`config.mk`:
```
export PLATFORM = sky130hd
export DESIGN_NAME = shift_add_mult_ctrl
export DESIGN_NICKNAME = d
export VERILOG_FILES = /design/src/rtl/shift_add_mult_ctrl.sv
export SDC_FILE = /design/constraint.sdc
export NUM_CORES = 1
export LEC_CHECK = 0
export ABC_AREA = 1
export BUFFER_PORTS_ARGS = -buffer_cell sky130_fd_sc_hd__buf_4
export CORE_UTILIZATION = 50
export DETAILED_ROUTE_END_ITERATION = 6
export PLACE_DENSITY = 0.71
export SYNTH_ARGS = -nofsm -noshare
export SYNTH_HDL_FRONTEND = slang
export SYNTH_SLANG_ARGS = --single-unit
```
`constraint.sdc`:
```
create_clock -name clk -period 4.1 [get_ports clk]
set_clock_uncertainty 0.15 [all_clocks]
set_input_delay 0.41 -clock clk [delete_from_list [all_inputs] [get_ports clk]]
set_output_delay 0.41 -clock clk [all_outputs]
set_load 0.005 [all_outputs]
```
`src/rtl/shift_add_mult_ctrl.sv`:
```
// Sequential 8x8 unsigned shift/add multiplier.
// A single 8-bit ripple adder is reused for all eight partial-product steps.

module adder_8bit (
  input  logic [7:0] x,
  input  logic [7:0] y,
  input  logic       ci,
  output logic [7:0] s,
  output logic       co
);

  logic c;

  always_comb begin
    c = ci;
    s = 8'h00;
    for (int i = 0; i < 8; i++) begin
      s[i] = x[i] ^ y[i] ^ c;
      c    = (x[i] & y[i]) | (c & (x[i] ^ y[i]));
    end
    co = c;
  end

endmodule

module shift_add_mult_ctrl #(
  parameter bit ZERO_SKIP = 1'b0
) (
  input  logic        clk,
  input  logic        rst_n,
  input  logic        start,
  input  logic [7:0]  a,
  input  logic [7:0]  b,
  output logic        busy,
  output logic        done,
  output logic [15:0] p
);

  typedef enum logic [1:0] {
    S_IDLE,
    S_RUN,
    S_ZERO,
    S_DONE
  } state_t;

  state_t      state;
  state_t      state_next;
  logic [7:0]  m;
  logic [7:0]  m_next;
  logic [7:0]  acc;
  logic [7:0]  acc_next;
  logic [7:0]  q;
  logic [7:0]  q_next;
  logic [2:0]  cnt;
  logic [2:0]  cnt_next;
  logic [7:0]  addend;
  logic [7:0]  sum;
  logic        co;

  assign addend = q[0] ? m : 8'h00;

  adder_8bit u_adder (
    .x  (acc),
    .y  (addend),
    .ci (1'b0),
    .s  (sum),
    .co (co)
  );

  always_comb begin
    state_next = state;
    m_next     = m;
    acc_next   = acc;
    q_next     = q;
    cnt_next   = cnt;
    unique case (state)
      S_IDLE: begin
        if (start) begin
          m_next   = a;
          q_next   = b;
          acc_next = 8'h00;
          cnt_next = 3'd0;
          if (ZERO_SKIP && (a == 8'h00 || b == 8'h00))
            state_next = S_ZERO;
          else
            state_next = S_RUN;
        end
      end
      S_RUN: begin
        // carry-out lands in A[7] so the product never overflows
        {acc_next, q_next} = {co, sum, q[7:1]};
        cnt_next = cnt + 3'd1;
        if (cnt == 3'd7)
          state_next = S_DONE;
      end
      S_ZERO: begin
        acc_next   = 8'h00;
        q_next     = 8'h00;
        state_next = S_DONE;
      end
      S_DONE: begin
        state_next = S_IDLE;
      end
      default: begin
        state_next = S_IDLE;
      end
    endcase
  end

  assign busy = (state == S_RUN) || (state == S_ZERO);

  always_ff @(posedge clk) begin
    if (!rst_n) begin
      state <= S_IDLE;
      m     <= 8'h00;
      acc   <= 8'h00;
      q     <= 8'h00;
      cnt   <= 3'd0;
      done  <= 1'b0;
      p     <= 16'h0000;
    end else begin
      state <= state_next;
      m     <= m_next;
      acc   <= acc_next;
      q     <= q_next;
      cnt   <= cnt_next;
      done  <= (state_next == S_DONE);
      // p is loaded on entry to DONE so it is valid alongside done
      if (state_next == S_DONE)
        p <= {acc_next, q_next};
    end
  end

endmodule

```
==> reports/results.md <==
| Step | Item | Reported |
|:---|:---|:---|
| worst setup path | Cell with the biggest individual delay on the critical path | sky130_fd_sc_hd__dfxtp_1 |
| global route | Global route overflow | 0 |
| detailed routing | 1st-pass router iterations | 4 |
| logic synthesis | Synthesized net count | 330 |
| logic synthesis | Most repeated cell in the gate-level netlist after synthesis | sky130_fd_sc_hd__nand2_1 |
| power | Total power draw | 1.69 mW |
| logic synthesis | Synth Flop Type | sky130_fd_sc_hd__dfxtp_1 |
| cts | Number of buffers inserted during clock tree synthesis | 5 |
| floorplan | Rows | 23 |
| logic synthesis | Number of synthesized register bits | 46 |
| logic synthesis | Syn. warnings | 0 |
| worst setup path | Critical path capture point type | flop |
| min path | Worst min path class | in2reg |
| cts | Clk sinks | 46 |
| final layout | Multi-input logic area | 1030 µm² |
| worst setup path | Launching point of the worst reg2reg path | q[0] |
| detailed routing | Number of DRC violations after detailed-routing iteration 0 | 89 |
| global route | Vias in the first global route | 1689 |
| sta | Number of endpoints with negative hold slack in the final report | 0 |
| sta | Worst slew margin | 0.580 |
| cts | Total setup buffers inserted after CTS | 0 |
| cts | Deepest level of the CTS H-tree | 2 |
| worst setup path | Worst-path maximum fanout | 9 |
| worst setup path | Crit path largest cell delay | 0.50 ns |
| sta | Number of pins exceeding their max-slew limit in the final report | 0 |
| global route | Antenna violations before repair | 0 |
| cts | CTS tree | yes |
| floorplan | Starting density of the core | 0.525 |
| worst setup path | Required time of the critical path | 4.15 ns |
| floorplan | Core area | 4060 µm² |
| sta | Setup TNS after final layout | 0 ns |
| final layout | Share of post-route cells with drive strength above 1 | 0.148 |
| cts | Deepest clock path buffer count | 2 |
| worst setup path | Path type of the worst setup path | reg2reg |
| logic synthesis | Cell Area, Synth | 2130 µm² |
| sta | Worst Tran Pin Value | 0.629 ns |
| final layout | Total non-filler cell area in the finished layout | 2560 µm² |
| cts | Post-CTS Hold Fix Bufs | 0 |
| placed design | Gpl congestion | 0.710 |
| logic synthesis | List of most frequent post-synthesis cells | 91 x sky130_fd_sc_hd__nand2_1, 51 x sky130_fd_sc_hd__nor2_1, 46 x sky130_fd_sc_hd__dfxtp_1 |
| final layout | Final core utilization | 0.630 |
| final layout | Sequential cell area | 921 µm² |
| placed design | Number of buffers inserted by port buffering | 36 |
| worst setup path | Number of cells on the worst reg-to-reg path | 16 |
| power | Pwr per Cell Area | 663 nW/µm² |
| worst setup path | Crit path cell chain | nand2_1 > inv_1 > ha_1 > inv_1 > fa_1 > fa_1 > fa_1 > fa_1 > inv_1 > fa_1 > fa_1 > fa_1 > nand2_1 > nand2_1 > nor2_1 > nor2_1 |
| placed design | Post-DP Area | 2420 µm² |
| sta | Tmin final | 3.75 ns |
| worst setup path | Setup slack of the most critical reg-to-reg path | 0.35 ns |
| detailed routing | DRC errors left | 0 |
| worst setup path | Data arrival, critical path | 3.80 ns |
| power | Peak VDD IR | 0.509 mV |
| floorplan | Area enclosed by the die boundary | 4530 µm² |
| status | Result of the run | finished clean |
| floorplan | Boundary pin count | 37 |
| logic synthesis | Sequential area share after synthesis | 0.432 |
| cts | Number of gates given a new drive strength after cts | 0 |
| min path | Startpoint of the tightest hold check path | a[5] |
| detailed routing | Number of routed nets with antenna violations | 0 |
| global route | Maximum number of pins on one net before global-route repair | 34 |
| worst setup path | Capture point of the worst reg-to-reg path | p[14] |
| cts | Clock Root Buffer | sky130_fd_sc_hd__clkbuf_8 |
| detailed routing | Final wirelength | 4.10 mm |
| worst setup path | Launching element type of the critical path | flop |
| sta | Final cycle utilization of the critical path | 0.915 |
| cts | Clock Pin Slew Worst Setup and Hold Paths | 0.09 ns |
| logic synthesis | Count of flip-flops with a built-in enable after synthesis | 0 |
| logic synthesis | Syn avg cell area | 7.18 µm² |
| cts | Latest clock arrival within the worst-skew pair | 0.30 ns |
| logic synthesis | Number of distinct library cells after synthesis | 21 |
| detailed routing | Average routed wire per standard cell | 10.8 µm |
| final layout | Post-synthesis to final-layout area growth | 19.9% |
| final layout | Nets | 363 |
| sta | Final number of setup-violating endpoints | 0 |
| flow run | Number of max-capacitance violations reported | 0 |
| placed design | Detailed placer's ending HPWL | 2.86 mm |
| sta | RSZ-0062 raised after global routing | no |
| logic synthesis | Ranking of synthesized cells by area | sky130_fd_sc_hd__dfxtp_1 43%, sky130_fd_sc_hd__nand2_1 16%, sky130_fd_sc_hd__nor2_1 9.0%, sky130_fd_sc_hd__fa_1 6.6%, sky130_fd_sc_hd__inv_1 6.2% |
| worst setup path | Dominant cell type by count on the critical path | sky130_fd_sc_hd__fa_1 |
| logic synthesis | Synth top area share | 0.432 |
| detailed routing | Vias | 1819 |
| logic synthesis | Post-synth ARST share | 0 |
| worst setup path | Source of the critical timing path | q[0] |
| power | Reported leakage power | 1.31 nW |
| worst setup path | End point of the critical path | p[14] |
| logic synthesis | Post-synth top area cell | sky130_fd_sc_hd__dfxtp_1 |
| floorplan | Vertical die dimension | 67.3 µm |
| detailed routing | Vias per cell | 4.77 |
| floorplan | Die span in x | 67.3 µm |
| global route | GR Util All Layers | 0.213 |
| sta | Top achievable clock speed | 267 MHz |
| final layout | Diodes inserted | 0 |
| logic synthesis | Gate Count Post-Synth | 297 |
| final layout | Fillers | 374 |
| global route | Global-route wire length before repair | 7.11 mm |
[cell usage in the layout (no fill, tap or decap), types with 4 or more instances in the layout]
cell / instances
sky130_fd_sc_hd__ha_1: 7
sky130_fd_sc_hd__a31oi_1: 6
sky130_fd_sc_hd__nand3_1: 10
sky130_fd_sc_hd__nand2_1: 91
sky130_fd_sc_hd__a21oi_1: 8
sky130_fd_sc_hd__nor2_1: 51
sky130_fd_sc_hd__fa_1: 7
sky130_fd_sc_hd__buf_4: 36
sky130_fd_sc_hd__clkbuf_8: 5
sky130_fd_sc_hd__dfxtp_1: 46
sky130_fd_sc_hd__and2_1: 4
sky130_fd_sc_hd__inv_1: 35
sky130_fd_sc_hd__o21ai_0: 14
[power by group]
group          switching (mW)  internal, mW
Clock                   0.158         0.244
Sequential             0.0690         0.565
Combinational           0.397         0.261
[worst min path at each step]
stage                     depth (start not counted)  endpoint
final                                             3      m[5]
after global routing                              3      m[4]
after CTS                                         3      m[5]
after detailed placement                          2    cnt[1]
after global placement                            2    cnt[1]
after floorplan                                   2    cnt[1]
[per-layer routing]
metal / vias up / global-route usage / share of wire
met2: 34 / 0.361 / 0.46
met3: 8 / 0.0405 / 0.037
li1: 969 / - / -
met5: - / 0 / 0
met1: 808 / 0.262 / 0.48
met4: 0 / 0.0878 / 0.017
[state kept, by name, indices dropped and copies added, names as in the netlist]
name	cells
acc	8
cnt	3
done	1
m	8
p	16
q	8
state	2
[per-stage QoR]
stage	hold slack [ns]	setup WS [ns]	std cells
detailed placement	0.314	0.323	373
global placement	0.303	0.474	373
floorplan	0.295	0.480	297
finish	0.205	0.349	381
CTS	0.208	0.324	381
global route	0.228	0.114	381
[worst max-delay path: cells and delay by family (launching register included)]
family / cells / cell delay [ns]
buffers and inverters: 3 / 0.18
AND/OR/NAND/NOR: 5 / 0.41
adder cells (fa/ha/maj): 8 / 2.40
flip-flops: 1 / 0.50
[layout make-up]
type,instances,area share
Timing Repair Buffer,36,0.106
Inverter,36,0.0529
Clock inverter,3,0.0269
Sequential cell,46,0.360
Tap cell,50,0.0245
Clock buffer,5,0.0269
Multi-Input combinational cell,205,0.403
[cell families after synthesis]
group / Yosys count / synth area share
fa+ha+maj: 14 / 0.107
simple gates: 161 / 0.302
flops: 46 / 0.432
buf+inv: 46 / 0.0851
compound gates: 30 / 0.0739
(Power assumes the default switching activity.)
